### src/rtl/triangle_pwm.sv
// rtl/triangle_pwm.sv - triangle-envelope breathing LED PWM driver
module triangle_pwm #(
    parameter int N = 8,
    parameter int H = 4
) (
    input  logic         clk,
    input  logic         rst,
    input  logic         ena,
    input  logic         step,
    input  logic [N-1:0] duty_max,
    input  logic [H-1:0] hold_steps,
    output logic         pwm_out,
    output logic [N-1:0] duty,
    output logic [1:0]   phase,
    output logic         cycle_done
);

    typedef enum logic [1:0] {
        RISE      = 2'd0,
        HOLD_HIGH = 2'd1,
        FALL      = 2'd2,
        HOLD_LOW  = 2'd3
    } phase_t;

    phase_t       state, state_nxt;
    logic [N-1:0] duty_q, duty_nxt;
    logic [H-1:0] hold_cnt, hold_nxt;
    logic         done_nxt;
    logic [N-1:0] pwm_cnt;
    logic [N:0]   duty_inc;
    logic         accept;
    logic         hold_done;

    // duty+1 is formed one bit wider so duty_max = 2^N-1 never wraps
    assign accept    = step & ena;
    assign duty_inc  = {1'b0, duty_q} + (N+1)'(1);
    assign hold_done = (hold_cnt >= hold_steps);

    // Envelope state register; cycle_done is a registered one-clk pulse
    always_ff @(posedge clk) begin
        if (rst) begin
            state      <= RISE;
            duty_q     <= '0;
            hold_cnt   <= '0;
            cycle_done <= 1'b0;
        end else begin
            state      <= state_nxt;
            duty_q     <= duty_nxt;
            hold_cnt   <= hold_nxt;
            cycle_done <= done_nxt;
        end
    end

    // Next envelope state; everything holds unless a step is accepted
    always_comb begin
        state_nxt = state;
        duty_nxt  = duty_q;
        hold_nxt  = hold_cnt;
        done_nxt  = 1'b0;
        if (accept) begin
            case (state)
                RISE: begin
                    // >= also clamps a duty left above a lowered duty_max
                    if (duty_inc >= {1'b0, duty_max}) begin
                        duty_nxt  = duty_max;
                        state_nxt = HOLD_HIGH;
                        hold_nxt  = '0;
                    end else begin
                        duty_nxt = duty_inc[N-1:0];
                    end
                end
                HOLD_HIGH: begin
                    if (hold_done) begin
                        state_nxt = FALL;
                        hold_nxt  = '0;
                    end else begin
                        hold_nxt = hold_cnt + 1'b1;
                    end
                end
                FALL: begin
                    if (duty_q <= N'(1)) begin
                        duty_nxt  = '0;
                        state_nxt = HOLD_LOW;
                        hold_nxt  = '0;
                    end else begin
                        duty_nxt = duty_q - 1'b1;
                    end
                end
                default: begin
                    if (hold_done) begin
                        state_nxt = RISE;
                        hold_nxt  = '0;
                        done_nxt  = 1'b1;
                    end else begin
                        hold_nxt = hold_cnt + 1'b1;
                    end
                end
            endcase
        end
    end

    // Envelope outputs
    always_comb begin
        phase = state;
        duty  = duty_q;
    end

    // Free-running PWM counter and registered compare, frozen while disabled
    always_ff @(posedge clk) begin
        if (rst) begin
            pwm_cnt <= '0;
            pwm_out <= 1'b0;
        end else if (ena) begin
            pwm_cnt <= pwm_cnt + 1'b1;
            pwm_out <= (pwm_cnt < duty_q);
        end else begin
            pwm_out <= 1'b0;
        end
    end

endmodule

### config.mk
export PLATFORM = sky130hd
export DESIGN_NAME = triangle_pwm
export DESIGN_NICKNAME = d
export VERILOG_FILES = /design/src/rtl/triangle_pwm.sv
export SDC_FILE = /design/constraint.sdc
export NUM_CORES = 1
export LEC_CHECK = 0
export ABC_CLOCK_PERIOD_IN_PS = 4450
export CORE_MARGIN = 5
export CORE_UTILIZATION = 50
export DETAILED_ROUTE_END_ITERATION = 7
export GPL_ROUTABILITY_DRIVEN = 1
export PLACE_DENSITY = 0.73
export SYNTH_ARGS = -nofsm -noshare
export SYNTH_HDL_FRONTEND = slang
export SYNTH_SLANG_ARGS = --single-unit
### constraint.sdc
create_clock -name clk -period 4.45 [get_ports clk]
set_clock_uncertainty 0.2 [all_clocks]
set_input_delay 1.1125 -clock clk [delete_from_list [all_inputs] [get_ports clk]]
set_output_delay 1.1125 -clock clk [all_outputs]
set_load 0.01 [all_outputs]
==> impl_metrics.csv, run 1 <==
group,metric,value,unit
critical_path,critPathMaxStageDelay,0.55,ns
route,dr.pass1.iters,4,
global_route,grt.met1_usage,0.230,
global_route,grt_use_met3,0.0305,
sta,tns,0,ns
layout,final_area,0.00225,mm2
logic_synthesis,synth-edff-count,0,
route,drc,0,
critical_path,cp.required,4.38,ns
critical_path,crit_fanout,10,
power,power_frac_clock,0.302,
clock_tree,post_cts_buffers,0,
critical_path,crit_path_cell_trace,"clkdlybuf4s50_1 -> ha_1 -> nand2b_1 -> a211oi_1 -> o21ai_0 -> a21oi_2 -> mux2i_1 -> o22ai_1",
logic_synthesis,ys_seq_area_frac,0.251,
clock_tree,numCtsBuffers,3,
flow_run,cap_violations,0,
route,drt-vias-per-instance,5.63,
critical_path,r2r_cells,10,
critical_path,crit_path_end,"duty[5]",
clock_tree,cts_tree,"yes",
sta,rsz0062_at_grt,"no",
clock_tree,path_clk_slew,0.09,ns
layout,layout-drive-gt1-share,0.0430,
critical_path,cp.depth,8,
global_route,grt_use_total,0.166,
logic_synthesis,syn_area,0.00192,mm2
layout,antenna_cells,0,
clock_tree,cts_hold_buf,0,
sta,period_needed,3.38,ns
placed_design,portBuffers,27,
global_route,busiest_layer,"met2",
clock_tree,cts-root-buf,"clkbuf_8",
clock_tree,cts_buffer_depth,2,
critical_path,arrival,3.31,ns
critical_path,worstSetupEndpointType,"flop",
power,power.switching,138,uW
critical_path,path_class,"in2reg",
power,peakVddDrop,162,uV
power,power_density,220,mW/mm2
route,wire_per_inst,13.6,um
logic_synthesis,syn_nets,278,
floorplan,die_w,71.9,um
route,drt_iter0_drc,77,
hold_path,hold_path_class,"reg2reg",
logic_synthesis,yosys.area.top_type,"dfxtp_1",
power,p_leak,0.957,nW
layout,num-nets-final,300,
hold_path,min-delay-start,"hold_cnt[3]",
critical_path,crit_buf_inv,1,
layout,regArea,480,um2
sta,layout_worst_path_cycle_share,0.759,
sta,slew_headroom,0.475,
critical_path,r2r_start,"duty[0]",
critical_path,r2r-end,"duty[5]",
critical_path,critPathLaunchType,"primary input",
status,outcome,"finished, final reports clean",
logic_synthesis,synthArstFlopShare,0,
global_route,grt_pass1_wl,7.16,mm
global_route,grt_use_met2,0.277,
placed_design,hpwlAfterDp,3.20,mm
placed_design,place_area,0.00220,mm2
clock_tree,cts_sinks,24,
sta,hold_ws,0.284,ns
floorplan,core_area,0.00369,mm2
critical_path,cp_top_family,"compound AO/OA/AOI/OAI gates",
critical_path,rrSetupSlack,1.29,ns
layout,fillCellCount,359,
layout,multiInputGateArea,0.00130,mm2
sta,worstMarginPinSlew,0.784,ns
clock_tree,cts_resized,0,
layout,synthToLayoutAreaGrowth,17.7,%
logic_synthesis,yosys_warnings,0,
logic_synthesis,ys_seq_elements,24,
logic_synthesis,synth_top_area_share,0.251,
floorplan,rows,22,
power,switching_share,0.278,
route,routed_wl,4.15,mm
logic_synthesis,synth_area_per_cell,8.15,um2
floorplan,num_io_pins,28,
critical_path,slowest_stage,"a21oi_2",
sta,setup_viol,0,
clock_tree,cts_max_level,1,
power,combPwrFrac,0.228,
power,p_int,358,uW
global_route,antenna_found_initial,0,
route,ant_nets,0,
sta,finalHoldViolCount,0,
floorplan,die_area,0.00517,mm2
global_route,grt_max_degree,21,
global_route,overflow,0,
floorplan,floorplan.initialDensity,0.519,
logic_synthesis,synth_area_leaders,"dfxtp_1 (25%), ha_1 (18%), inv_1 (4.5%)",
clock_tree,clk_latency,0.26,ns
logic_synthesis,synth_cell_types,42,
layout,post-route-util,0.611,
sta,fmax,0.296,GHz
placed_design,routabilityCongestion,0.855,
logic_synthesis,synth_cells,235,
sta,slew_violations,0,
global_route,first_global_vias,1628,
critical_path,cp-startpoint,"duty_max[0]",
floorplan,dieHeight,71.9,um
logic_synthesis,synth_ff_type,"dfxtp_1",
route,route.vias.total,1713,
power,pwr-share-seq,0.470,
power by group through the flow:
stage	clock, mW	combinational [mW]	sequential, mW
finish	0.150	0.113	0.234
global placement	0	0.112	0.238
global route	0.167	0.127	0.236
detailed placement	0	0.113	0.239
floorplan	0	0.0785	0.235
CTS	0.156	0.114	0.234
worst min path at each step:
stage / endpoint / cells past startpoint / slack (ns)
after floorplan: hold_cnt[3] / 1 / 0.24
final: hold_cnt[3] / 1 / 0.28
after CTS: hold_cnt[3] / 1 / 0.28
after detailed placement: hold_cnt[3] / 1 / 0.27
after global routing: hold_cnt[3] / 1 / 0.32
after global placement: hold_cnt[3] / 1 / 0.27
per-stage QoR:
step	std cells	setup slack (ns)	power (mW)
3_3_place_gp	300	0.878	0.350
6_report	304	1.07	0.497
5_1_grt	304	0.920	0.529
3_5_place_dp	300	0.811	0.352
2_1_floorplan	235	1.54	0.313
4_1_cts	304	1.08	0.503
routing by layer:
metal,share of wire,wire (um),vias to the layer above
met5,0,0,-
met4,0.0039,16,0
met3,0.044,184,5
met2,0.46,1890,35
met1,0.50,2060,794
li1,-,-,879
logic make-up (layout without fill, tap and decap cells):
logic type | after synthesis | count (layout) | share of synthesized area
flip-flops | 24 | 24 | 0.251
buffers and inverters | 33 | 54 | 0.0692
AND/OR/NAND/NOR | 68 | 68 | 0.187
adder cells (fa/ha/maj) | 27 | 27 | 0.176
AO/OA/AOI/OAI | 62 | 62 | 0.216
XOR/XNOR | 14 | 14 | 0.0640
multiplexers | 7 | 7 | 0.0366
layout make-up:
class,instances,area share
Timing Repair Buffer,27,0.120
Tap cell,48,0.0266
Multi-Input combinational cell,178,0.578
Inverter,23,0.0383
Clock buffer,4,0.0244
Sequential cell,24,0.213
sequential cells by signal, indices dropped and copies added, names as in the netlist:
register	cells
cycle_done	1
duty	8
hold_cnt	4
phase	2
pwm_cnt	8
pwm_out	1
Yosys cell counts (5+ instances only):
library cell	count
a21oi_1	17
xnor2_1	9
clkbuf_1	8
nand4_1	7
nor2_1	18
xor2_1	5
mux2i_1	7
ha_1	27
nand2_1	13
inv_1	23
o21ai_0	16
nand2b_1	5
dfxtp_1	24
placed cells by master (no fill, tap or decap), types with 2 or more instances in the layout:
master and count:
dfxtp_1 24, nand3_1 3, a221o_1 3, nor2_1 18, o21a_1 2, and3_1 2
clkbuf_8 4, or3_1 3, nor3b_1 4, nand4_1 7, ha_1 27, or2_2 3
clkdlybuf4s50_1 27, nand2_1 13, a21oi_1 17, o211ai_1 4, mux2i_1 7, nand2b_1 5
xnor2_1 9, a211oi_1 3, xor2_1 5, inv_1 23, o22ai_1 4, o21ai_0 16
a21o_1 3, nor3_1 4, a31oi_1 2
Note: power is estimated with default switching activity, not from simulation.
==> run 2, diff against run 1 <==
- ABC_CLOCK_PERIOD_IN_PS: 4450 -> 3390
- clock period: 4.45 -> 3.39 ns (I/O delays scaled with it)
==> run 2 against run 1 <==
Net effect:
- sequential power grew 30%
- die area is the same
- count of clock-buffer cells in the layout is the same
- worst hold slack lost 0.0015 ns
- core utilization grew 1.4 points
- global-route usage grew 0.60 points
- critical path type is now reg2reg
- critical endpoint is now phase[1]
- largest cell class unchanged
- highest routed layer unchanged
==> impl_metrics.csv, run 2 (same netlist as run 1, synthesis figures left out) <==
group,metric,value,unit
hold_path,hold_path_class,"reg2reg",
clock_tree,cts-root-buf,"clkbuf_8",
sta,layout_setup_ws,0.500,ns
sta,slew_violations,0,
placed_design,place_ws,0.260,ns
floorplan,num_io_pins,28,
route,drc,0,
critical_path,arrival,2.90,ns
placed_design,place_inst,307,
floorplan,floorplan.initialDensity,0.519,
global_route,grt_pass1_wl,7.34,mm
route,drt_iter0_drc,97,
placed_design,portBuffers,27,
clock_tree,numCtsBuffers,3,
route,drt-vias-per-instance,5.56,
route,dr.pass1.iters,4,
clock_tree,cts_hold_buf,0,
clock_tree,cts_tree,"yes",
global_route,grt_max_degree,15,
critical_path,worstSetupEndpointType,"flop",
placed_design,hpwlAfterDp,3.31,mm
route,wire_per_inst,13.7,um
sta,fmax,0.346,GHz
route,route.vias.total,1729,
route,routed_wl,4.25,mm
sta,tns,0,ns
clock_tree,post_cts_buffers,0,
power,power_density,288,mW/mm2
sta,layout_worst_path_cycle_share,0.852,
clock_tree,cts_max_level,1,
clock_tree,clk_latency,0.28,ns
flow_run,cap_violations,0,
layout,post-route-util,0.626,
placed_design,place_area,0.00225,mm2
sta,finalHoldViolCount,0,
power,peakVddDrop,289,uV
global_route,first_global_vias,1636,
layout,fillCellCount,343,
clock_tree,cts_buffer_depth,2,
global_route,antenna_found_initial,0,
power,p_leak,0.990,nW
power,power,665,uW
layout,final_cells,311,
clock_tree,cts_sinks,24,
critical_path,critPathLaunchType,"flop",
sta,slew_headroom,0.582,
critical_path,path_class,"reg2reg",
sta,hold_ws,0.282,ns
critical_path,cp.required,3.40,ns
clock_tree,cts_resized,0,
layout,num-nets-final,307,
layout,final_area,0.00231,mm2
global_route,overflow,0,
floorplan,die_w,71.9,um
global_route,grt_use_total,0.172,
floorplan,rows,22,
sta,worstMarginPinSlew,0.625,ns
status,outcome,"finished, final reports clean",
sta,setup_viol,0,
floorplan,dieHeight,71.9,um
placed_design,routabilityCongestion,0.794,
sta,period_needed,2.89,ns
sta,rsz0062_at_grt,"no",
clock_tree,path_clk_slew,0.09,ns
layout,synthToLayoutAreaGrowth,20.4,%
floorplan,core_area,0.00369,mm2
floorplan,die_area,0.00517,mm2
critical_path,crit_fanout,10,
layout,antenna_cells,0,
layout,layout-drive-gt1-share,0.0684,
route,ant_nets,0,
layout,mostFrequentLayoutCells,"ha_1 (27), clkdlybuf4s50_1 (27), dfxtp_1 (24)",
-- run 2: cell type report --
cell class,count,area [um2],area share
Sequential cell,24,480,0.208
Tap cell,48,60.1,0.0260
Inverter,23,86.3,0.0374
Timing Repair Buffer,34,323,0.140
Clock buffer,4,55.1,0.0239
Multi-Input combinational cell,178,1300,0.565
-- run 2: worst paths after layout --
path                               endpoint        start  slack, ns  depth (start not counted)
worst min-delay path            hold_cnt[3]  hold_cnt[3]       0.28                          1
worst max register to register     phase[1]      duty[1]       0.50                         10
worst max-delay path               phase[1]      duty[1]       0.50                         10
worst min register to register  hold_cnt[3]  hold_cnt[3]       0.28                          1
-- run 2: metal layers --
| metal | share of wire | vias to the layer above | GRT usage | wire (um) |
|---|---|---|---|---|
| li1 | - | 893 | - | - |
| met4 | 0.0094 | 0 | 0.0292 | 40 |
| met5 | 0 | - | 0 | 0 |
| met1 | 0.48 | 787 | 0.228 | 2060 |
| met2 | 0.45 | 43 | 0.290 | 1930 |
| met3 | 0.053 | 6 | 0.0402 | 224 |
-- run 2: where the power goes --
part	switching, mW	internal [mW]
clock network	0.100	0.104
logic	0.0757	0.0815
registers	0.0135	0.290
-- run 2: critical path, stage by stage, from the launching register on --
cell and delay, ns:
dfxtp_1 0.53, ha_1 0.32, nand2_1 0.10, xnor2_1 0.15, ha_1 0.31, o211ai_1 0.08
o21ai_0 0.33, a21oi_1 0.13, buf_4 0.18, or3b_1 0.37, a21oi_1 0.12
==> run 3, diff against run 2 <==
- SLEW_MARGIN: default -> 20
==> results of run 3 <==
Final layout, timing and power as in run 2 (identical DEF).
